## src/rtl/game_pkg.sv

```systemverilog
// game_pkg: round-state encodings, score format and LFSR step shared by the game stages
package game_pkg;
  localparam logic [1:0] ST_IDLE = 2'd0;
  localparam logic [1:0] ST_WAIT = 2'd1;
  localparam logic [1:0] ST_REACT = 2'd2;
  localparam logic [1:0] ST_DONE = 2'd3;
  localparam int SCORE_W = 14;
  localparam int SCORE_MAX = 9999;
  typedef enum logic [1:0] {
    S_IDLE = ST_IDLE,
    S_WAIT = ST_WAIT,
    S_REACT = ST_REACT,
    S_DONE = ST_DONE
  } state_t;
  // Fibonacci LFSR, taps 16,14,13,11
  function automatic logic [15:0] lfsr_next(input logic [15:0] s);
    return {s[14:0], s[15] ^ s[13] ^ s[12] ^ s[10]};
  endfunction
endpackage

```

## src/rtl/ms_tick_gen.sv

```systemverilog
// ms_tick_gen: one-cycle tick every TICK_DIV clocks, restartable by clr
module ms_tick_gen #(
  parameter int TICK_DIV = 50000
) (
  input  logic iCLK,
  input  logic iRST,
  input  logic clr,
  output logic tick
);
  localparam int W = $clog2(TICK_DIV + 1);
  logic [W-1:0] r_cnt;
  assign tick = r_cnt == W'(TICK_DIV - 1);
  always_ff @(posedge iCLK) begin
    r_cnt <= (iRST || clr || tick) ? '0 : r_cnt + 1'b1;
  end
endmodule

```

## src/rtl/reaction_timer.sv

```systemverilog
// reaction_timer: round FSM (idle, random wait, react, done) measuring reaction time in ms
module reaction_timer #(
  parameter int TICK_DIV = 50000,
  parameter int MIN_DELAY_MS = 1000,
  parameter int SCORE_MAX = game_pkg::SCORE_MAX,
  parameter logic [15:0] LFSR_SEED = 16'hACE1
) (
  input  logic                          iCLK,
  input  logic                          iRST,
  input  logic                          start_btn,
  input  logic                          react_btn,
  output logic [1:0]                    state,
  output logic [game_pkg::SCORE_W-1:0]  current_score,
  output logic                          led_go,
  output logic                          false_start
);
  import game_pkg::*;
  state_t r_state, w_state_n;
  logic [11:0] r_delay, w_delay_n;
  logic [SCORE_W-1:0] r_score, w_score_n, w_score_inc;
  logic r_fs, w_fs_n;
  logic [15:0] r_lfsr;
  logic r_start_q, r_react_q, r_start_e, r_react_e;
  logic w_tick;

  ms_tick_gen #(.TICK_DIV(TICK_DIV)) u_tick (
    .iCLK(iCLK),
    .iRST(iRST),
    .clr (w_state_n != r_state),
    .tick(w_tick)
  );

  assign w_score_inc = r_score + 1'b1;

  // react_edge is checked before tick so a press on a tick cycle never adds a ms
  always_comb begin
    w_state_n = r_state;
    w_delay_n = r_delay;
    w_score_n = r_score;
    w_fs_n = r_fs;
    case (r_state)
      S_IDLE: if (r_start_e) begin
        w_state_n = S_WAIT;
        w_delay_n = 12'(MIN_DELAY_MS) + 12'(r_lfsr[10:0]);
        w_score_n = '0;
        w_fs_n = 1'b0;
      end
      S_WAIT: if (r_react_e) begin
        w_state_n = S_DONE;
        w_score_n = SCORE_W'(SCORE_MAX);
        w_fs_n = 1'b1;
      end else if (w_tick) begin
        w_delay_n = r_delay - 1'b1;
        w_state_n = r_delay == 12'd1 ? S_REACT : S_WAIT;
      end
      S_REACT: if (r_react_e) begin
        w_state_n = S_DONE;
      end else if (w_tick) begin
        w_score_n = w_score_inc;
        w_state_n = w_score_inc == SCORE_W'(SCORE_MAX) ? S_DONE : S_REACT;
      end
      S_DONE: w_state_n = r_start_e ? S_IDLE : S_DONE;
    endcase
  end

  always_ff @(posedge iCLK) begin
    if (iRST) begin
      r_state <= S_IDLE;
      r_delay <= '0;
      r_score <= '0;
      r_fs <= 1'b0;
      r_lfsr <= LFSR_SEED;
      r_start_q <= 1'b0;
      r_react_q <= 1'b0;
      r_start_e <= 1'b0;
      r_react_e <= 1'b0;
    end else begin
      r_state <= w_state_n;
      r_delay <= w_delay_n;
      r_score <= w_score_n;
      r_fs <= w_fs_n;
      r_lfsr <= lfsr_next(r_lfsr);
      r_start_q <= start_btn;
      r_react_q <= react_btn;
      r_start_e <= start_btn & ~r_start_q;
      r_react_e <= react_btn & ~r_react_q;
    end
  end

  assign state = r_state;
  assign current_score = r_score;
  assign led_go = r_state == S_REACT;
  assign false_start = r_fs;
endmodule
```

## config.mk

```make
export PLATFORM = sky130hd
export DESIGN_NAME = reaction_timer
export DESIGN_NICKNAME = d
export VERILOG_FILES = /design/src/rtl/game_pkg.sv /design/src/rtl/ms_tick_gen.sv /design/src/rtl/reaction_timer.sv
export SDC_FILE = /design/constraint.sdc
export NUM_CORES = 1
export LEC_CHECK = 0
export CAP_MARGIN = 20
export CORE_MARGIN = 2
export CORE_UTILIZATION = 35
export CTS_BUF_LIST = sky130_fd_sc_hd__clkbuf_4 sky130_fd_sc_hd__clkbuf_8
export CTS_CLUSTER_DIAMETER = 150
export DETAILED_ROUTE_END_ITERATION = 8
export PLACE_DENSITY = 0.55
export SETUP_SLACK_MARGIN = 0.1
export SKIP_CTS_REPAIR_TIMING = 1
export SYNTH_ARGS = -nofsm -noshare
export SYNTH_HDL_FRONTEND = slang
export SYNTH_HIERARCHICAL = 1
export SYNTH_SLANG_ARGS = --single-unit
```

## constraint.sdc

```tcl
create_clock -name iCLK -period 3.53 [get_ports iCLK]
set_input_delay 0.353 -clock iCLK [delete_from_list [all_inputs] [get_ports iCLK]]
set_output_delay 0.353 -clock iCLK [all_outputs]
set_load 0.05 [all_outputs]
```

# Word-level counts from Yosys, hierarchy flattened
# Cells that the tools add are included.
word_totals:
  ff_bits: 65
  inputBits: 4
  out_inout_bits: 18
classes:
  add_sub_neg: 4
  n_eq_ne: 13
  muxes: 21
  bitwise_logic: 7
  n_reduce_logical: 8
op_table:
  columns: ["cell", "n"]
  rows:
  - ["14-bit two-way mux", 4]
  - ["14-bit one-hot mux with 3 select lines", 1]
  - ["12-bit two-way mux", 3]
  - ["12-bit one-hot mux with 2 select lines", 1]
  - ["16-bit by 1-bit adder with 16-bit output, second input constant", 1]
  - ["16-bit == test, second input constant", 1]
  - ["14-bit by 1-bit adder with 14-bit output, second input constant", 1]
  - ["14-bit == test, second input constant", 1]
  - ["2-bit two-way mux", 7]
  - ["10-bit by 11-bit adder with 12-bit output, first input constant", 1]
  - ["12-bit by 1-bit == test with 1-bit output, second input constant", 1]
  - ["12-bit by 1-bit subtractor with 12-bit output, second input constant", 1]
  - ["2-bit inequality test, second input constant", 4]
  - ["2-bit one-hot mux with 4 select lines", 1]
  - ["5-bit AND reduction", 1]
  - ["2-bit == test, second input constant", 2]
  - ["2-bit by 1-bit inequality test with 1-bit output, second input constant", 2]
  - ["4-bit AND reduction", 1]
  - ["1-bit two-way mux", 3]
  - ["3-bit AND reduction", 1]
  - ["3-bit nonzero test", 1]
  - ["1-bit bitwise XOR", 3]
  - ["1-bit AND", 2]
  - ["2-bit by 1-bit == test with 1-bit output, second input constant", 1]
  - ["other kinds (6)", 8]

# Depth between registers and ports, before layout
depth:
  word_depth: 9
  ltp_mapped: 13
  depth_no_buf: 11

# By module
# Netlist, hierarchy kept.
modules_own_cells:
  columns: ["module", "n_inst", "cells_each", "area_per_inst_um2"]
  rows:
  - ["reaction_timer", 1, 331, 2733.9]
  - ["ms_tick_gen", 1, 80, 720.7]

# Least setup slack after synthesis
# No wires, ideal clock.
synth_path:
  path_kind: "reg2reg"
  from: "reg u_tick.r_cnt[10]"
  to: "reg u_tick.r_cnt[11]"
  setup_ns: 0.064
  arrival_time_ns: 3.283
  t_required_ns: 3.466
  setup_slack_ns: 0.183
  path_stages_with_launch: 13
  period_less_slack_ns: 3.347
  path_cell_list: "dfxtp_1 -> or4b_1 -> nor4_2 -> and4bb_2 -> nand4b_1 -> a311oi_1 -> nor3_1 -> a221oi_1 -> o211ai_1 -> or3_1 -> buf_6 -> buf_8 -> nor2_1"
synth_between:
  elab_chain_cells: 7
  word_cells_on_any_way: 10
synth_lines:
  columns: ["item", "line_no", "source"]
  rows:
  - ["start, declared", "ms_tick_gen.sv:11", "logic [W-1:0] r_cnt;"]
  - ["start signal, assigned", "ms_tick_gen.sv:14", "r_cnt <= (iRST || clr || tick) ? '0 : r_cnt + 1'b1;"]
  - ["16-bit == test (*)", "ms_tick_gen.sv:12", "assign tick = r_cnt == W'(TICK_DIV - 1);"]
  - ["named net w_tick", "reaction_timer.sv:24", "logic w_tick;"]
  - ["2-bit two-way mux (on tied branches)", "reaction_timer.sv:58, reaction_timer.sv:52", null]
  - ["2-bit two-way mux (on tied branches)", "reaction_timer.sv:56, reaction_timer.sv:48", null]
  - ["2-bit one-hot mux with 4 select lines", "reaction_timer.sv:41", "case (r_state)"]
  - ["2-bit inequality test", "reaction_timer.sv:29", ".clr (w_state_n != r_state),"]
  - ["1-bit logical OR", "ms_tick_gen.sv:14", null]
  - ["1-bit logical OR (*)", "ms_tick_gen.sv:14", null]
# Mark *: on every way through the listed nets, which the timed path passes. The rest lies on a longest branch.
# A chain may end at the register's enable or synchronous reset.

# Worst setup path in the final report
layout_path:
  from: "reg u_tick.r_cnt[10]"
  to: "reg u_tick.r_cnt[9]"
# Same word-level chain as after synthesis.

==> flow_metrics.py <==
metrics = {
    "setup_path": {
        "worstPathMaxFanout": 16,
        "r2r_end": "u_tick/r_cnt[9]",
        "crit_type": "flop to flop",
        "end_kind": "flop",
        "crit_arrival_ns": 3.43,
        "reg2reg_slack_ns": 0.37,
        "timing.rr.start": "u_tick/r_cnt[10]",
        "worst_setup_path_start_kind": "flop",
        "reg2reg_depth": 10,
        "worstPathCellList": "or4b_1, nor4_2, and4bb_2, nand4b_1, a311oi_1, nor3_1, a221oi_1, o211ai_1, or3_4, nor2_1",
        "crit_slowest_cell": "or4b_1",
        "worst_path_largest_cell_delay_ns": 0.55,
        "cp.required_ns": 3.80,
    },
    "cells_and_area": {
        "fill_cells": 991,
        "num_antenna_cells": 0,
        "mostFrequentLayoutCell": "dfxtp_1",
        "final_area_um2": 4020,
        "final_cell_mix": "dfxtp_1 (65), nor2_1 (40), nand2_1 (37)",
        "area_growth_pct": 16.4,
        "drive_gt1_share_pct": 10.7,
        "nNetsFinal": 448,
    },
    "pwr": {
        "p_sw_uw": 765,
        "switching_share_pct": 35.7,
        "p_int_uw": 1380,
        "combPwrFrac_pct": 28.4,
        "p_seq_share_pct": 41.4,
        "cellLeakagePower_uw": 0.00136,
        "power_density_nw_per_um2": 533,
        "p_total_uw": 2140,
        "clkPwrFrac_pct": 30.2,
        "ir_drop_v": 0.000212,
    },
    "run_status": {
        "status": "finished clean",
    },
    "detailed_routing": {
        "wirelength_um": 7820,
        "dr.pass1.iters": 4,
        "routed.top_layer": "met4",
        "avgViaCountPerCell": 5.19,
        "detail-route-antenna-nets": 0,
        "wl_per_cell_um": 13.7,
        "wl_met1_um": 4070,
        "drcViolationCount": 0,
        "drt-initial-drc-count": 126,
        "wl_met2_um": 3430,
        "wl_met3_um": 281,
        "num_vias": 2963,
    },
    "floorplanning": {
        "die-area_um2": 10700,
        "fp.dieH_um": 103,
        "num_io_pins": 22,
        "core_um2": 9680,
        "chipWidth_um": 103,
        "start_util_pct": 35.7,
        "row_count": 36,
    },
    "clocking": {
        "cts_tree": "built",
        "clockBufferDepth": 2,
        "clock_latency_ns": 0.35,
        "cts_made_buffers": 9,
        "clk_pin_slew_ns": 0.08,
        "clkSinkCount": 65,
        "cts-root-buf": "clkbuf_8",
        "h-tree-depth": 3,
    },
    "synth": {
        "synthCells": 411,
        "yosys_register_bits": 65,
        "synth_edf_count": 0,
        "synth.avg_cell_area_um2": 8.41,
        "synth_cell_type_count": 58,
        "ys.flop_type": "dfxtp_1",
        "synth-warning-count": 6,
        "synthArstFlopShare_pct": 0,
        "synth_fp_nets": 426,
        "seq_area_frac_synth_pct": 37.7,
        "synth_area_um2": 3450,
    },
    "sta": {
        "fmax_mhz": 317,
        "rsz0062_at_grt": "false",
        "slew_headroom_pct": 45.8,
        "fin_skew_ns": 0.0154,
        "setup_viol": 0,
        "min_period_ns": 3.16,
        "worst_pin_slew_ns": 0.806,
        "layout_setup_ws_ns": 0.372,
        "finalMaxSlewViolations": 0,
        "final_hold_viol_count": 0,
        "fin_tns_setup_ns": 0,
        "fin_crit_sh_pct": 89.5,
    },
    "placement": {
        "gp_congestion": 0.821,
        "io_buffers": 21,
        "dp_slack_ns": 0.149,
        "dpl_cell_area_um2": 3810,
        "hpwlAfterDp_um": 5280,
    },
    "global_routing": {
        "grt_usage_pct": 15.8,
        "grt_pass1_vias": 2804,
        "grt_max_degree": 49,
        "grt_pass1_wl_um": 13400,
        "grt_overflow_total": 0,
        "antenna_found_initial": 0,
    },
    "hold_path": {
        "whs_path_depth": 1,
        "holdPathEnd": "r_start_e",
        "hold_class": "flop to flop",
        "hold_start": "r_start_q",
    },
    "run": {
        "drv_cap": 0,
    },
}
-- metal layers --
layer | track usage, % | vias up
li1 | - | 1527
met1 | 22.8 | 1382
met2 | 23.0 | 50
met3 | 4.37 | 4
met4 | 4.76 | 0
met5 | 0 | -
-- power groups by stage --
stage | clock (uW) | sequential (uW) | combinational [uW]
global placement | 0 | 902 | 592
finish | 647 | 888 | 609
detailed placement | 0 | 903 | 603
CTS | 670 | 887 | 606
floorplan | 0 | 901 | 470
global route | 700 | 902 | 692
-- cell usage after synthesis (all sizes together) (3+ instances only) --
library cell  instances  area, um2
dfxtp                65       1300
xor2                 10       87.6
nand4                 6       37.5
o211a                 3       30.0
ha                   11        138
nor4                 11       87.6
nor2b                19        119
nor2                 40        150
a21o                  3       22.5
or3                   6       37.5
a31oi                 6       37.5
nor3                 13       65.1
o31ai                 3       22.5
nand2                37        139
and4                  3       26.3
xnor2                16        140
or2                   7       43.8
a22oi                 3       22.5
nand2b                7       51.3
inv                  11       41.3
o22ai                 5       31.3
a2111oi               3       51.3
nand4b                3       26.3
a21oi                30        150
o21ai                17       85.1
a211oi                7       52.6
and2                  3       18.8
buf                   5       41.3
nand3                14       80.1
clkbuf               15       56.3
or4                   3       26.3
-- kinds of logic (layout without fill, tap and decap cells) --
| family | Yosys count | after routing | synth area share [%] |
|---|---|---|---|
| and+or+nand+nor | 182 | 182 | 28.9 |
| AOI/OAI and AO/OA | 95 | 95 | 18.5 |
| DFF | 65 | 65 | 37.7 |
| buffers and inverters | 31 | 58 | 4.02 |
| xor gates and xnor gates | 26 | 26 | 6.59 |
| adders and majority gates | 11 | 11 | 3.98 |
| muxes | 1 | 1 | 0.326 |
-- area by class of cell --
type / instances / area [um2] / area share, %
multi-input cells: 315 / 2020 / 50.4
repair buffers: 31 / 285 / 7.10
clock inverters: 7 / 77.6 / 1.93
well taps: 133 / 166 / 4.14
clock buffers: 9 / 124 / 3.08
inverters: 11 / 41.3 / 1.03
flip-flops and latches: 65 / 1300 / 32.4
-- flip-flops by register name, indices dropped and copies added (netlist names) --
signal,flops
current_score,14
state,2
r_delay,12
r_start_e,1
r_lfsr,16
r_react_q,1
false_start,1
u_tick/r_cnt,16
r_react_e,1
r_start_q,1
-- worst max path at each step --
stage | endpoint | slack (ns) | start
after floorplan | u_tick/r_cnt[11] | 0.18 | u_tick/r_cnt[10]
after global placement | u_tick/r_cnt[13] | 0.24 | u_tick/r_cnt[10]
after detailed placement | u_tick/r_cnt[6] | 0.15 | u_tick/r_cnt[10]
after CTS | u_tick/r_cnt[6] | 0.14 | u_tick/r_cnt[10]
after global routing | u_tick/r_cnt[6] | 0.20 | u_tick/r_cnt[10]
final | u_tick/r_cnt[9] | 0.37 | u_tick/r_cnt[10]
-- worst max-delay path, delay by kind of cell (launching register included) --
family	cells	cell delay [ns]
flip-flops	1	0.37
AND/OR/NAND/NOR	7	2.00
AO/OA/AOI/OAI	3	0.72
-- stage by stage --
stage	hold WS, ns	util (%)	std cells
global placement	0.378	39.4	555
detailed placement	0.375	39.4	555
global route	0.415	41.5	571
CTS	0.394	41.5	571
floorplan	0.367	-	411
finish	0.390	41.5	571
(Power assumes the default switching activity.)
==> RTL edit 1 (config.mk and constraints unchanged) <==
`TICK_DIV` is set to 50000 in 2 places; all go to 25000.
--- a/src/rtl/ms_tick_gen.sv
+++ b/src/rtl/ms_tick_gen.sv
@@ -2,3 +2,3 @@
 module ms_tick_gen #(
-  parameter int TICK_DIV = 50000
+  parameter int TICK_DIV = 25000
 ) (
--- a/src/rtl/reaction_timer.sv
+++ b/src/rtl/reaction_timer.sv
@@ -2,3 +2,3 @@
 module reaction_timer #(
-  parameter int TICK_DIV = 50000,
+  parameter int TICK_DIV = 25000,
   parameter int MIN_DELAY_MS = 1000,
Formal check against the unedited RTL: no difference found for any inputs over 10 cycles, from zero or initial values and one cycle with iRST high; that may be too few to reach the edited logic, so the function may still have changed.
==> RTL edit 1 against the unedited design <==
Global-route usage grew 0.25 points. Sequential cell count shrank 1. Fmax grew 3.7%. Power grew 3.6%. Largest power group unchanged. Setup slack gained 0.11 ns. Final area is essentially flat. Area after synthesis shrank 0.58%. Wire length grew 1.5%.
==> RTL edit 1: results (changes against the unedited design) <==
Status
  – Status: complete, no violations (unchanged)

Finish
  – Nets@finish: 445 (was 448)
  – Layout cells sized above 1: 10.60% (was 10.73%)

Critical path
  – Worst reg2reg path depth: 9 (was 10)
  – Critical Path AT: 3.32 ns (was 3.43 ns)
  – RR Endpoint: u_tick/r_cnt[0]$_SDFF_PP0_ (was u_tick/r_cnt[9]$_SDFF_PP0_)
  – Flop-to-flop setup slack: 0.48 ns (was 0.37 ns)

STA
  – Post-Route Skew: 0.01300 ns (was 0.01535 ns)

Logic synthesis
  – Largest cells by area after synthesis: dfxtp_1 37%, a21oi_1 4.4%, ha_1 4.4% (was dfxtp_1 38%, a21oi_1 4.3%, nor2_1 4.3%)
  – Most instantiated cells after synthesis: 64 x dfxtp_1, 38 x nor2_1, 37 x nand2_1 (was 65 x dfxtp_1, 40 x nor2_1, 37 x nand2_1)
  – Synth cell types: 57 (was 58)
  – Sequential share of the synthesized area: 37.30% (was 37.67%)
  – Syn Nets: 427 (was 426)

Pwr
  – Worst IR Drop VDD: 0.1783 mV (was 0.2125 mV)
  – Switch Pwr: 780.4 uW (was 765.1 uW)

Route
  – DR iter-0 viols: 117 (was 126)
  – M1 WL: 4070 um (was 4066 um)
  – Met2 wire length: 3531 um (was 3425 um)
  – Routed WL per cell: 14.01 um (was 13.70 um)

GRT
  – Largest net degree at the start of global routing: 35 (was 49)
  – GR Layer Usage met2: 24.08% (was 22.98%)
  – GRT Overall Usage: 16.09% (was 15.84%)
  – First-pass GRT wire length: 13,320 um (was 13,430 um)
  – Global-route met3 utilization: 3.051% (was 4.368%)

Place
  – Post-DP HPWL: 5446 um (was 5277 um)
-- RTL edit 1: cell type report --
cell class | count | area (um2)
Clock buffer | 9 | 123.9
Fill cell | 997 | 5617
Multi-Input combinational cell | 315 | 2041
Sequential cell | 64 | 1281
Timing Repair Buffer | 29 | 270.3
Inverter | 10 | 37.54
Clock inverter | 7 | 102.6
Tap cell | 133 | 166.4
-- RTL edit 1: power groups by stage --
| stage | Sequential, uW | Combinational (uW) | Clock [uW] |
|---|---|---|---|
| after global placement | 892 | 600 | 0 |
| after global routing | 895 | 686 | 784 |
| after floorplan | 891 | 463 | 0 |
| final | 880 | 611 | 730 |
| after CTS | 879 | 606 | 756 |
| after detailed placement | 896 | 603 | 0 |
-- RTL edit 1: how the worst max path moves through the flow --
stage / slack (ns) / endpoint / depth (start not counted) / startpoint
finish: 0.48 / u_tick/r_cnt[0]$_SDFF_PP0_ / 9 / u_tick/r_cnt[3]$_SDFF_PP0_
global placement: 0.37 / u_tick/r_cnt[12]$_SDFF_PP0_ / 10 / u_tick/r_cnt[3]$_SDFF_PP0_
floorplan: 0.21 / u_tick/r_cnt[13]$_SDFF_PP0_ / 11 / state[1]$_SDFF_PP0_
detailed placement: 0.24 / u_tick/r_cnt[0]$_SDFF_PP0_ / 10 / u_tick/r_cnt[3]$_SDFF_PP0_
global route: 0.25 / u_tick/r_cnt[7]$_SDFF_PP0_ / 11 / u_tick/r_cnt[0]$_SDFF_PP0_
CTS: 0.22 / u_tick/r_cnt[0]$_SDFF_PP0_ / 10 / u_tick/r_cnt[3]$_SDFF_PP0_
-- RTL edit 1: stage by stage --
| stage | total power, uW | instance area, um2 | hold slack, ns | cells | setup slack (ns) |
|---|---|---|---|---|---|
| final | 2221 | 4023 | 0.3805 | 567 | 0.4835 |
| after global routing | 2365 | 4023 | 0.4093 | 567 | 0.2540 |
| after CTS | 2241 | 4011 | 0.3837 | 567 | 0.2168 |
| after detailed placement | 1499 | 3785 | 0.3749 | 551 | 0.2406 |
| after global placement | 1493 | 3785 | 0.3716 | 551 | 0.3657 |
| after floorplan | 1354 | 3435 | 0.3674 | 411 | 0.2074 |
-- RTL edit 1: critical path: stages, from the launching register on --
cell and delay (ns):
dfxtp_1 0.36, or4b_1 0.54, nor4_2 0.19, and4bb_2 0.26, nand4b_1 0.19, a2111o_1 0.43
a31oi_1 0.26, o211ai_1 0.12, or3_4 0.50, nor2_1 0.12
-- RTL edit 1: logic make-up (layout without fill, tap and decap cells) --
family,Yosys count,after routing,share of synthesized area [%]
buffers and inverters,32,55,3.752
multiplexers,1,1,0.3278
AND/OR/NAND/NOR,182,182,29.29
AO/OA/AOI/OAI,95,95,18.58
adder cells (fa/ha/maj),12,12,4.371
flip-flops,64,64,37.30
XOR/XNOR,25,25,6.375
==> RTL edit 2 (same flow settings) <==
Without the edit above. Make the reset (`iRST`) asynchronous in one clocked block.
--- a/src/rtl/reaction_timer.sv
+++ b/src/rtl/reaction_timer.sv
@@ -65,3 +65,3 @@
 
-  always_ff @(posedge iCLK) begin
+  always_ff @(posedge iCLK or posedge iRST) begin
     if (iRST) begin
Function: differs if iRST is asserted again (counterexample within 4 cycles, from zero or initial values and one cycle with iRST high); with iRST held inactive, the same outputs for 10 cycles.
==> RTL edit 2 against the unedited design <==
Sequential cell count did not move. Worst hold slack got worse by 0.028 ns. Area after synthesis fell by 1.1%. Setup slack improved by 0.11 ns. Final area fell by 0.44%. Sequential share of layout area rose by 6.5 points. Fmax rose by 3.5%. Wire length fell by 4.0%. Critical path type unchanged.
Power is not compared: it rests on default switching activity, and its combinational part moved more than twofold at a synthesized area within 25%.
==> RTL edit 2: results (changes against the unedited design) <==
Logic synthesis
  – Sequential share of the synthesized area: 45.53% (was 37.67%)
  – Synth cell types: 55 (was 58)
  – Syn Nets: 385 (was 426)
  – Cells after Synth: 370 (was 411)
  – Ys async rst share: 75.38% (was 0%)
  – Most instantiated cells after synthesis: 41 x dfrtp_1, 35 x o21ai_0, 34 x nor2_1 (was 65 x dfxtp_1, 40 x nor2_1, 37 x nand2_1)
  – Largest cells by area after synthesis: dfrtp_1 30%, dfxtp_1 9.4%, dfstp_2 6.1% (was dfxtp_1 38%, a21oi_1 4.3%, nor2_1 4.3%)

Route
  – Pre-Repair DR Iteration Count: 4 (unchanged)
  – DR iter-0 viols: 107 (was 126)
  – Vias per cell: 5.218 (was 5.189)
  – DRT Wirelength: 7513 um (was 7824 um)

GRT
  – GR Layer Usage met2: 22.32% (was 22.98%)
  – Largest net degree at the start of global routing: 50 (was 49)
  – GRT Overall Usage: 15.20% (was 15.84%)
  – First-pass GRT wire length: 12,610 um (was 13,430 um)
  – Global-route met3 utilization: 4.610% (was 4.368%)
  – Vias in the first global route: 2,565 (was 2,804)
  – Global routing met1 resource utilization: 21.49% (was 22.84%)

Place
  – Placer Congestion: 0.8212 (was 0.8210)
  – I/O Buffers: 21 (unchanged)
  – Placed Cells: 516 (was 555)
  – Pre-CTS WS: 0.3294 ns (was 0.1493 ns)
  – Post-DP Area: 3762 um2 (was 3814 um2)
  – Post-DP HPWL: 5035 um (was 5277 um)

Critical path
  – Worst reg2reg path depth: 11 (was 10)
  – Critical Path AT: 3.32 ns (was 3.43 ns)
  – Reg2Reg Launch Point: u_tick/r_cnt[0]$_SDFF_PP0_ (was u_tick/r_cnt[10]$_SDFF_PP0_)
  – RR Endpoint: u_tick/r_cnt[7]$_SDFF_PP0_ (was u_tick/r_cnt[9]$_SDFF_PP0_)
  – Flop-to-flop setup slack: 0.48 ns (was 0.37 ns)

Finish
  – Nets@finish: 410 (was 448)
  – Layout cells sized above 1: 10.00% (was 10.73%)

Hold path
  – WHS Path Cells: 0 (was 1)
  – Hold wc startpoint: r_lfsr[14]$_DFF_PP0_ (was r_start_q$_SDFF_PP0_)
  – Hold Crit Endpoint: r_lfsr[15]$_DFF_PP1_ (was r_start_e$_SDFF_PP0_)

STA
  – Final hold slack: 0.3620 ns (was 0.3896 ns)
  – Rel. slew slack: 65.57% (was 45.80%)
  – Post-Route Skew: 0.01182 ns (was 0.01535 ns)
  – Crit share post-route: 86.40% (was 89.47%)

Clocking
  – H-Tree Depth: 3 (unchanged)

Status
  – Status: complete, no violations (unchanged)
[RTL edit 2: changes by cell type in the layout (fill, tap and decap cells not counted), sizes merged, moves of 8 or more]
cell | before | now
dfxtp | 65 | 16
dfrtp | 0 | 41
o21ai | 17 | 37
nor2b | 19 | 3
a21oi | 30 | 17
nand2 | 37 | 26
dfstp | 0 | 8
xnor2 | 16 | 24
[RTL edit 2: power by group through the flow]
stage,Sequential (uW),Clock [uW],Combinational (uW)
final,1040,675,1320
after detailed placement,1050,0,1310
after global placement,1050,0,1290
after CTS,1040,697,1310
after global routing,1060,729,1490
after floorplan,1150,0,884
[RTL edit 2: kinds of logic (layout without fill, tap and decap cells)]
logic type | after synthesis | count (layout) | synth area share (%)
AND/OR/NAND/NOR | 139 | 139 | 21.71
flip-flops | 65 | 65 | 45.53
adder cells (fa/ha/maj) | 11 | 11 | 4.026
multiplexers | 2 | 2 | 0.5857
buffers and inverters | 31 | 61 | 4.026
AO/OA/AOI/OAI | 94 | 94 | 16.95
XOR/XNOR | 28 | 28 | 7.174
[RTL edit 2: area by class of cell]
cell class              count  area [um2]
clock buffers              12       165.2
multi-input cells         274        1729
fillers                   958        5637
repair buffers             27       267.8
well taps                 133       166.4
inverters                  18       67.56
flip-flops and latches     65        1556
clock inverters             4       50.05
[RTL edit 2: critical path, cell delays in order, from the launching register on]
cell      delay (ns)
dfxtp_1         0.38
ha_1            0.20
nand3_1         0.27
nor4_2          0.43
nand3b_1        0.14
nor4_2          0.20
o21ai_1         0.16
and2_1          0.21
o311ai_2        0.23
o211ai_2        0.12
or3_4           0.50
nor2_1          0.13
[RTL edit 2: layer usage]
metal / vias to the layer above / part of all wire (%)
met5: - / 0
met4: 0 / 0.55
met3: 2 / 5.5
met2: 60 / 44
met1: 1331 / 50
li1: 1388 / -
